`src/rtl/mul_booth_if.sv`:
```
// Handshake and result bus between the CPU control unit and the sequential
// Booth multiplier.
interface mul_booth_if #(
    parameter int WIDTH = 32
);
    logic             start;
    logic [WIDTH-1:0] a;
    logic [WIDTH-1:0] b;
    logic             busy;
    logic             done;
    logic [WIDTH-1:0] hi;
    logic [WIDTH-1:0] lo;

    modport master (output start, a, b, input busy, done, hi, lo);
    modport slave  (input start, a, b, output busy, done, hi, lo);
endinterface

```
`src/rtl/mul_booth_seq.sv`:
```
// Sequential radix-4 Booth multiplier: one Booth digit per clock through one adder.
// Optional MUL_EARLY_TERM_EN finishes as soon as the remaining multiplier digits are all zero.
module mul_booth_seq #(
    parameter int WIDTH = 32
) (
    input logic        clk,
    input logic        clr,
    mul_booth_if.slave bus
);
    localparam int PW = 2 * WIDTH + 3;
    localparam int CW = $clog2(WIDTH / 2);
    localparam logic [CW-1:0] LAST = CW'(WIDTH / 2 - 1);

    typedef enum logic [1:0] {IDLE, RUN, DONE} state_t;

    state_t          state;
    state_t          next_state;
    logic [PW-1:0]   p_reg;
    logic [WIDTH+1:0] m_reg;
    logic [CW-1:0]   count;
    logic [WIDTH-1:0] hi_reg;
    logic [WIDTH-1:0] lo_reg;
    logic [WIDTH+1:0] digit_val;
    logic [WIDTH+1:0] acc_sum;
    logic [PW-1:0]   p_added;
    logic [PW-1:0]   p_step;
    logic            early_term;
    logic            last_step;
    logic            accept;
    logic            busy_dec;
    logic            done_dec;
`ifdef MUL_EARLY_TERM_EN
    logic            ident;
    int              shamt;
`endif

    assign accept    = bus.start && (state != RUN);
    assign last_step = (count == LAST) || early_term;

    // P is {acc, multiplier remainder, q}; the low three bits select the Booth digit.
    always_comb begin
        case (p_reg[2:0])
            3'b001, 3'b010: digit_val = m_reg;
            3'b011:         digit_val = m_reg << 1;
            3'b100:         digit_val = -(m_reg << 1);
            3'b101, 3'b110: digit_val = -m_reg;
            default:        digit_val = '0;
        endcase
        acc_sum = p_reg[PW-1:WIDTH+1] + digit_val;
        p_added = {acc_sum, p_reg[WIDTH:0]};
`ifdef MUL_EARLY_TERM_EN
        ident = 1'b1;
        for (int i = 3; i <= WIDTH; i++) begin
            if ((i <= WIDTH - 2 * int'(count)) && (p_reg[i] != p_reg[2])) begin
                ident = 1'b0;
            end
        end
        shamt = WIDTH - 2 * int'(count);
        if (ident) begin
            p_step = $signed(p_added) >>> shamt;
        end else begin
            p_step = $signed(p_added) >>> 2;
        end
        early_term = ident;
`else
        p_step     = $signed(p_added) >>> 2;
        early_term = 1'b0;
`endif
    end

    always_ff @(posedge clk or negedge clr) begin
        if (!clr) begin
            state <= IDLE;
        end else begin
            state <= next_state;
        end
    end

    always_comb begin
        next_state = state;
        busy_dec   = 1'b0;
        done_dec   = 1'b0;
        case (state)
            IDLE: begin
                if (bus.start) next_state = RUN;
            end
            RUN: begin
                busy_dec = 1'b1;
                if (last_step) next_state = DONE;
            end
            DONE: begin
                done_dec   = 1'b1;
                next_state = bus.start ? RUN : IDLE;
            end
            default: next_state = IDLE;
        endcase
    end

    // hi/lo only change on the edge entering DONE, so a back-to-back start keeps the old result.
    always_ff @(posedge clk or negedge clr) begin
        if (!clr) begin
            p_reg  <= '0;
            m_reg  <= '0;
            count  <= '0;
            hi_reg <= '0;
            lo_reg <= '0;
        end else if (accept) begin
            m_reg <= {{2{bus.a[WIDTH-1]}}, bus.a};
            p_reg <= {{(WIDTH + 2){1'b0}}, bus.b, 1'b0};
            count <= '0;
        end else if (state == RUN) begin
            p_reg <= p_step;
            count <= count + 1'b1;
            if (last_step) begin
                hi_reg <= p_step[2*WIDTH:WIDTH+1];
                lo_reg <= p_step[WIDTH:1];
            end
        end
    end

    assign bus.busy = busy_dec;
    assign bus.done = done_dec;
    assign bus.hi   = hi_reg;
    assign bus.lo   = lo_reg;
endmodule

```
`src/flat_wrapper.sv`:
```
// flat-port wrapper written by rule: the top's interface ports become plain ports
module mul_booth_seq_flat 
#(
    parameter int WIDTH = 32
)
  (clk, clr, bus_start, bus_a, bus_b, bus_busy, bus_done, bus_hi, bus_lo);
  mul_booth_if #(.WIDTH(WIDTH)) bus_i ();
  input logic clk;
  input logic clr;
  input wire logic [$bits(bus_i.start)-1:0] bus_start;
  input wire logic [$bits(bus_i.a)-1:0] bus_a;
  input wire logic [$bits(bus_i.b)-1:0] bus_b;
  output wire logic [$bits(bus_i.busy)-1:0] bus_busy;
  output wire logic [$bits(bus_i.done)-1:0] bus_done;
  output wire logic [$bits(bus_i.hi)-1:0] bus_hi;
  output wire logic [$bits(bus_i.lo)-1:0] bus_lo;
  assign bus_i.start = bus_start;
  assign bus_i.a = bus_a;
  assign bus_i.b = bus_b;
  assign bus_busy = bus_i.busy;
  assign bus_done = bus_i.done;
  assign bus_hi = bus_i.hi;
  assign bus_lo = bus_i.lo;
  mul_booth_seq #(.WIDTH(WIDTH)) u_core (.clk(clk), .clr(clr), .bus(bus_i));
endmodule
```
`config.mk`:
```
export PLATFORM = sky130hd
export DESIGN_NAME = mul_booth_seq_flat
export DESIGN_NICKNAME = d
export VERILOG_FILES = /design/src/rtl/mul_booth_if.sv /design/src/rtl/mul_booth_seq.sv /design/src/flat_wrapper.sv
export SDC_FILE = /design/constraint.sdc
export NUM_CORES = 1
export LEC_CHECK = 0
export ABC_AREA = 1
export CAP_MARGIN = 25
export CORE_MARGIN = 2
export CORE_UTILIZATION = 55
export CTS_BUF_LIST = sky130_fd_sc_hd__clkbuf_4
export DETAILED_ROUTE_END_ITERATION = 8
export PLACE_DENSITY = 0.86
export SKIP_CTS_REPAIR_TIMING = 1
export SLEW_MARGIN = 20
export SYNTH_ARGS = -nofsm -noshare
export SYNTH_HDL_FRONTEND = slang
export SYNTH_SLANG_ARGS = --single-unit
```
`constraint.sdc`:
```
create_clock -name clk -period 7.81 [get_ports clk]
set_input_delay 0.781 -clock clk [delete_from_list [all_inputs] [get_ports clk]]
set_output_delay 0.781 -clock clk [all_outputs]
set_load 0.02 [all_outputs]
```
==> reports/metrics.yaml, run 1 <==
cts:
  path_clk_slew_ps: 150
  cts_buffers: 17
  clock-root-buffer: "clkbuf_4"
  cts.sinks: 167
  htree_levels: 4
  clock_latency_ps: 610
  cts_tree: "yes"
  clockBufferDepth: 2
die:
  die_h_um: 141
  io_pins: 133
  coreArea_um2: 18500
  dieArea_um2: 19800
  num_rows: 50
  start_util_pct: 55.5
  die_w_um: 141
grt:
  grt_max_degree: 97
  grt_use_total_pct: 32.0
  grt_pass1_vias: 9728
  antenna_found_initial: 1
  globalRouteOverflowTotal: 0
  grt_pass1_wl_um: 50100
timing:
  period_share_pct: 52.1
  slew_headroom_pct: 43.9
  hold_violations: 0
  setup_viol: 0
  setup_tns_ps: 0
  tightest_slew_ps: 842
  skew_ps: 27.2
  whs_ps: 206
  rsz0062_at_grt: "no"
  max_freq_mhz: 246
  finalMaxSlewViolations: 0
  period_needed_ps: 4070
route:
  wl_met2_um: 13700
  vias_per_cell: 5.65
  drtPass1Iterations: 5
  wl_um: 30700
  num_vias: 10200
  drc_errors: 0
  postRouteAntennaNets: 0
  wl_met1_um: 14200
  drtIter0Drc: 1016
  wl_per_cell_um: 17.1
  wl_met3_um: 2010
  highest_layer: "met4"
synthesis:
  yosys.area.top_type: "dfrtp_1"
  syn_inst: 1439
  synth.most_common_cell: "nand2_1"
  syn_avg_cell_area_um2: 7.15
  synth_common_cells: "nand2_1 (543), dfrtp_1 (167), inv_1 (124)"
  netlist_area_um2: 10300
  synth_ff_type: "dfrtp_1"
  yosys_register_bits: 167
  synth_edf_count: 0
  yosysWarnings: 0
  synth_area_leaders: "dfrtp_1 (41%), nand2_1 (20%), nand3_1 (5.8%)"
  synth_cell_types: 45
  async_reset_ff_share_pct: 100
  synth_nets: 1542
  synth_top_area_share_pct: 40.6
  synth_seq_area_share_pct: 40.6
setup_path:
  max_stage_delay_ps: 590
  worstSetupStartpointType: "flop"
  critPathCaptureType: "flop"
  cp_max_fo: 24
  rrSetupSlack_ps: 3740
  cpMaxStageDelayCell: "nand2_1"
  crit_path_frequent_cell: "nand2_1"
  required_ps: 8360
  worst-setup-path-type: "flop to flop"
  path_cells: "nor2_1 > inv_1 > nand2_1 > inv_1 > nand2_1 > inv_1 > nand2_1 > o2111ai_1 > ha_1 > a21oi_1 > nand2_1 > nand2_1 > nand2_1 > nand2_1 > nand2_1 > nand2_1 > nand2_1 > nand2_1 > nand2_1 > nand2_1 > nand3_1 > nand2_1"
  critPathArrivalTime_ps: 4620
placement:
  portBuffers: 132
  hpwl_um: 23100
  postPlaceCellArea_um2: 11800
  gp_congestion: 0.971
status:
  status: "complete, no violations"
final_layout:
  area_delta_synth_final_pct: 17.8
  stdcell_area_um2: 12100
  nets: 1658
  num-fill-cells: 1634
  drive_gt1_share_pct: 4.85
  largest_register_ffs: 65
flow_run:
  maxCapViolations: 0
min_path:
  holdCritPathClass: "input pin to asynchronous set/reset pin"
cell families (layout without fill, tap and decap cells):
group,Yosys count,in the layout,synth area share [%]
and+or+nand+nor,838,838,34.7
AOI/OAI and AO/OA,188,188,10.8
buffers and inverters,179,307,6.67
DFF,167,167,40.6
adders and majority gates,36,36,4.45
xor gates and xnor gates,31,31,2.71
other,0,1,0
layer usage:
metal	up-vias	track usage [%]
met5	-	0
met4	0	11.2
met3	67	4.93
met2	405	48.5
met1	4784	46.9
li1	4924	-
through the flow:
stage	std cells	setup WS [ps]	utilization (%)
final	1802	3740	65.4
after global routing	1802	3270	65.4
after CTS	1801	3870	65.4
after detailed placement	1770	3910	63.9
after global placement	1769	3990	63.7
after floorplan	1439	4860	-
worst max-delay path, delay by kind of cell (launching register included):
kind | cells | cell delay, ps
AND/OR/NAND/NOR | 16 | 2350
buffers and inverters | 3 | 470
flip-flops | 1 | 420
AO/OA/AOI/OAI | 2 | 390
adder cells (fa/ha/maj) | 1 | 380
cells in the final DEF (no fill, tap or decap), types with 4 or more instances in the layout:
| cell | n |
|---|---|
| a21oi_1 | 46 |
| inv_1 | 124 |
| o221ai_1 | 4 |
| o2111ai_1 | 7 |
| a22o_1 | 6 |
| clkdlybuf4s50_1 | 131 |
| ha_1 | 35 |
| dfrtp_1 | 167 |
| buf_4 | 8 |
| o21ai_1 | 6 |
| o21ai_0 | 71 |
| nand3b_1 | 12 |
| clkbuf_4 | 17 |
| nor2_4 | 7 |
| o21bai_1 | 7 |
| nor2_2 | 6 |
| xnor2_1 | 7 |
| o22ai_1 | 12 |
| nor2_1 | 93 |
| nand3_1 | 120 |
| o211ai_1 | 18 |
| nor3_1 | 12 |
| or2_1 | 6 |
| xor2_1 | 23 |
| nand4_1 | 23 |
| nand2_1 | 543 |
| inv_2 | 10 |
| inv_6 | 5 |
path summary, 6_finish.rpt:
path	to	cells after the start	from
worst max-delay path	u_core.bus.hi[28]	22	u_core.p_reg[1]
worst max register to register	u_core.bus.hi[28]	22	u_core.p_reg[1]
min in group clk	u_core.bus.lo[10]	2	u_core.bus.lo[10]
worst min register to register	u_core.bus.lo[10]	2	u_core.bus.lo[10]
worst min-delay path	u_core.bus.hi[20]	1	clr
max in group asynchronous	u_core.p_reg[2]	3	clr
cell type report:
| cell class | instances | area [um2] | share of cell area (%) |
|---|---|---|---|
| Clock buffer | 17 | 128 | 1.05 |
| Multi-Input combinational cell | 1093 | 5440 | 44.9 |
| Inverter | 135 | 507 | 4.18 |
| Sequential cell | 167 | 4180 | 34.5 |
| Timing Repair Buffer | 141 | 1410 | 11.6 |
| Antenna cell | 1 | 2.50 | 0.0207 |
| Tap cell | 234 | 293 | 2.42 |
| Clock inverter | 14 | 163 | 1.34 |
Power of run 1 is left out: the tool's default activity adds up to more than one toggle a clock period on the data nets, which glitch-free logic cannot reach.
==> inputs of run 2 (changes only) <==
==> constraint.sdc (replaced) <==
create_clock -name clk -period 3.8 [get_ports clk]
set_input_delay 0.38 -clock clk [delete_from_list [all_inputs] [get_ports clk]]
set_output_delay 0.38 -clock clk [all_outputs]
set_load 0.02 [all_outputs]
==> run 2 against run 1 <==
Effect of this change:
- core utilization grew 1.6 points
- global-route usage is 0.052 points higher
- wire length rose by 1.5%
- register-to-register slack worse by 3500 ps
- non-clock buffer count up 17
- largest cell class unchanged
- critical path depth down 1
- critical endpoint is now u_core.bus.hi[17]
- worst setup slack worse by 3500 ps
- via count up 1.4%
- flip-flop and latch count stayed put
- first-iteration DRC count decreased by 15%
==> reports/metrics.yaml, run 2 (synthesized netlist as in run 1, its figures left out) <==
placement:
  portBuffers: 132
  hpwl_um: 23800
  pre_cts_slack_ps: -5.79
  gp_congestion: 0.996
  dpl.cell_count: 1784
setup_path:
  max_stage_delay_ps: 440
  critPathArrivalTime_ps: 4140
  cpMaxStageDelayCell: "dfrtp_1"
  ff2ff_path_depth: 21
  cp_max_fo: 5
  path_cells: "inv_2 > ha_4 > nand3_1 > inv_2 > nand2_1 > nor2_2 > xor2_1 > nand2_1 > o21ai_0 > a21oi_1 > o21ai_1 > ha_1 > nand2_1 > nor2_1 > inv_1 > nor2_1 > nand4_1 > nand3_1 > nor2_1 > nand3b_1 > nand2_1"
  worstSetupStartpointType: "flop"
  timing.rr.end: "u_core.bus.hi[17]"
  timing.critical_path.buf_inv: 3
  worst-setup-path-type: "flop to flop"
  required_ps: 4350
  crit_path_frequent_cell: "nand2_1"
  rrSetupSlack_ps: 210
  reg2reg_from: "u_core.m_reg[1]"
  critPathCaptureType: "flop"
  cp_top_family: "simple AND/OR/NAND/NOR gates"
die:
  io_pins: 133
  die_h_um: 141
  dieArea_um2: 19800
  coreArea_um2: 18500
  num_rows: 50
  die_w_um: 141
  start_util_pct: 55.5
grt:
  globalRouteOverflowTotal: 0
  grt_pass1_wl_um: 49600
  grt_max_degree: 70
  grt_pass1_vias: 9637
  grt_use_total_pct: 32.0
  antenna_found_initial: 1
cts:
  clock_latency_ps: 600
  cts.sinks: 167
  cts_tree: "yes"
  path_clk_slew_ps: 190
  htree_levels: 4
  cts_buffers: 17
  clock-root-buffer: "clkbuf_4"
  clockBufferDepth: 2
final_layout:
  nets: 1675
  largest_register_ffs: 65
  num-fill-cells: 1612
  final_cell_mix: "nand2_1 (541), dfrtp_1 (167), clkdlybuf4s50_1 (131)"
  drive_gt1_share_pct: 7.44
  final_core_util_pct: 67.0
  final_cells: 1820
  area_delta_synth_final_pct: 20.7
  final_common_cell: "nand2_1"
min_path:
  holdCritPathClass: "input pin to flop"
  hold_end: "u_core.p_reg[16]"
  holdPathStages: 3
  hold_start: "bus_b[15]"
timing:
  slew_headroom_pct: 48.3
  finalMaxSlewViolations: 0
  finalWorstSetupSlack_ps: 214
  period_share_pct: 94.4
  hold_violations: 0
  max_freq_mhz: 279
  setup_viol: 0
  tightest_slew_ps: 773
  skew_ps: 34.6
  whs_ps: 309
  period_needed_ps: 3590
route:
  drc_errors: 0
  wl_per_cell_um: 17.1
  drtPass1Iterations: 7
  postRouteAntennaNets: 0
  wl_um: 31200
  num_vias: 10300
  drtIter0Drc: 865
  vias_per_cell: 5.67
status:
  status: "complete, no violations"
flow_run:
  maxCapViolations: 0
==> run 2: cell types whose count changed in the layout (fill, tap and decap cells not counted), moves of 4 or more <==
cell | previous run | this run
buf_4 | 8 | 24
a21oi_1 | 46 | 41
nor2_2 | 6 | 11
nor2_1 | 93 | 86
a21oi_2 | 0 | 5
clkinv_8 | 0 | 5
ha_1 | 35 | 30
ha_4 | 0 | 4
==> run 2: layout make-up <==
cell class	instances	area, um2	area share [%]
antenna	1	2.50	0.0202
timing repair buffer	158	1530	12.4
clock inverter	15	200	1.61
clock buffer	17	128	1.03
tap	234	293	2.36
multi-input combinational	1093	5570	44.9
inverter	135	507	4.08
sequential	167	4180	33.7
==> run 2: routing by layer <==
metal  GRT usage [%]  vias up  wire length (um)
li1                -     4962                 -
met1            45.9     4844             14100
met2            50.8      450             14100
met3            4.59       64              2200
met4            9.95        0               802
met5               0        -                 0
==> run 2: worst max path at each step <==
stage,start,end,slack [ps],cells past startpoint
after detailed placement,u_core.m_reg[1],u_core.bus.hi[31],-6,22
after global placement,u_core.m_reg[1],u_core.bus.hi[31],30,22
after CTS,u_core.m_reg[1],u_core.bus.hi[31],-80,22
after floorplan,u_core.m_reg[1],u_core.p_reg[65],850,22
after global routing,u_core.m_reg[1],u_core.bus.hi[31],-1,22
final,u_core.m_reg[1],u_core.bus.hi[17],210,21
==> run 2: tightest hold or removal path: stages <==
cell and delay (ps):
clkdlybuf4s50_1 390, nand2_1 70, nand3_1 60
==> run 2: stage by stage <==
stage                     instance area (um2)  TNS (ps)
after floorplan                         10300         0
after global placement                  11900         0
after detailed placement                11900     -5.79
after CTS                               12200      -156
after global routing                    12400     -2.41
final                                   12400         0
Power of run 2 is left out for the same reason.
==> inputs of run 3 (changes only) <==
--- a/config.mk
+++ b/config.mk
@@ -6,6 +6,7 @@
 export NUM_CORES = 1
 export LEC_CHECK = 0
 export ABC_AREA = 1
+export ABC_CLOCK_PERIOD_IN_PS = 3800
 export CAP_MARGIN = 25
 export CORE_MARGIN = 2
 export CORE_UTILIZATION = 55
==> results of run 3 <==
No change in the layout: final DEF, timing and power equal those of run 2.
Power of run 3 is left out for the same reason.
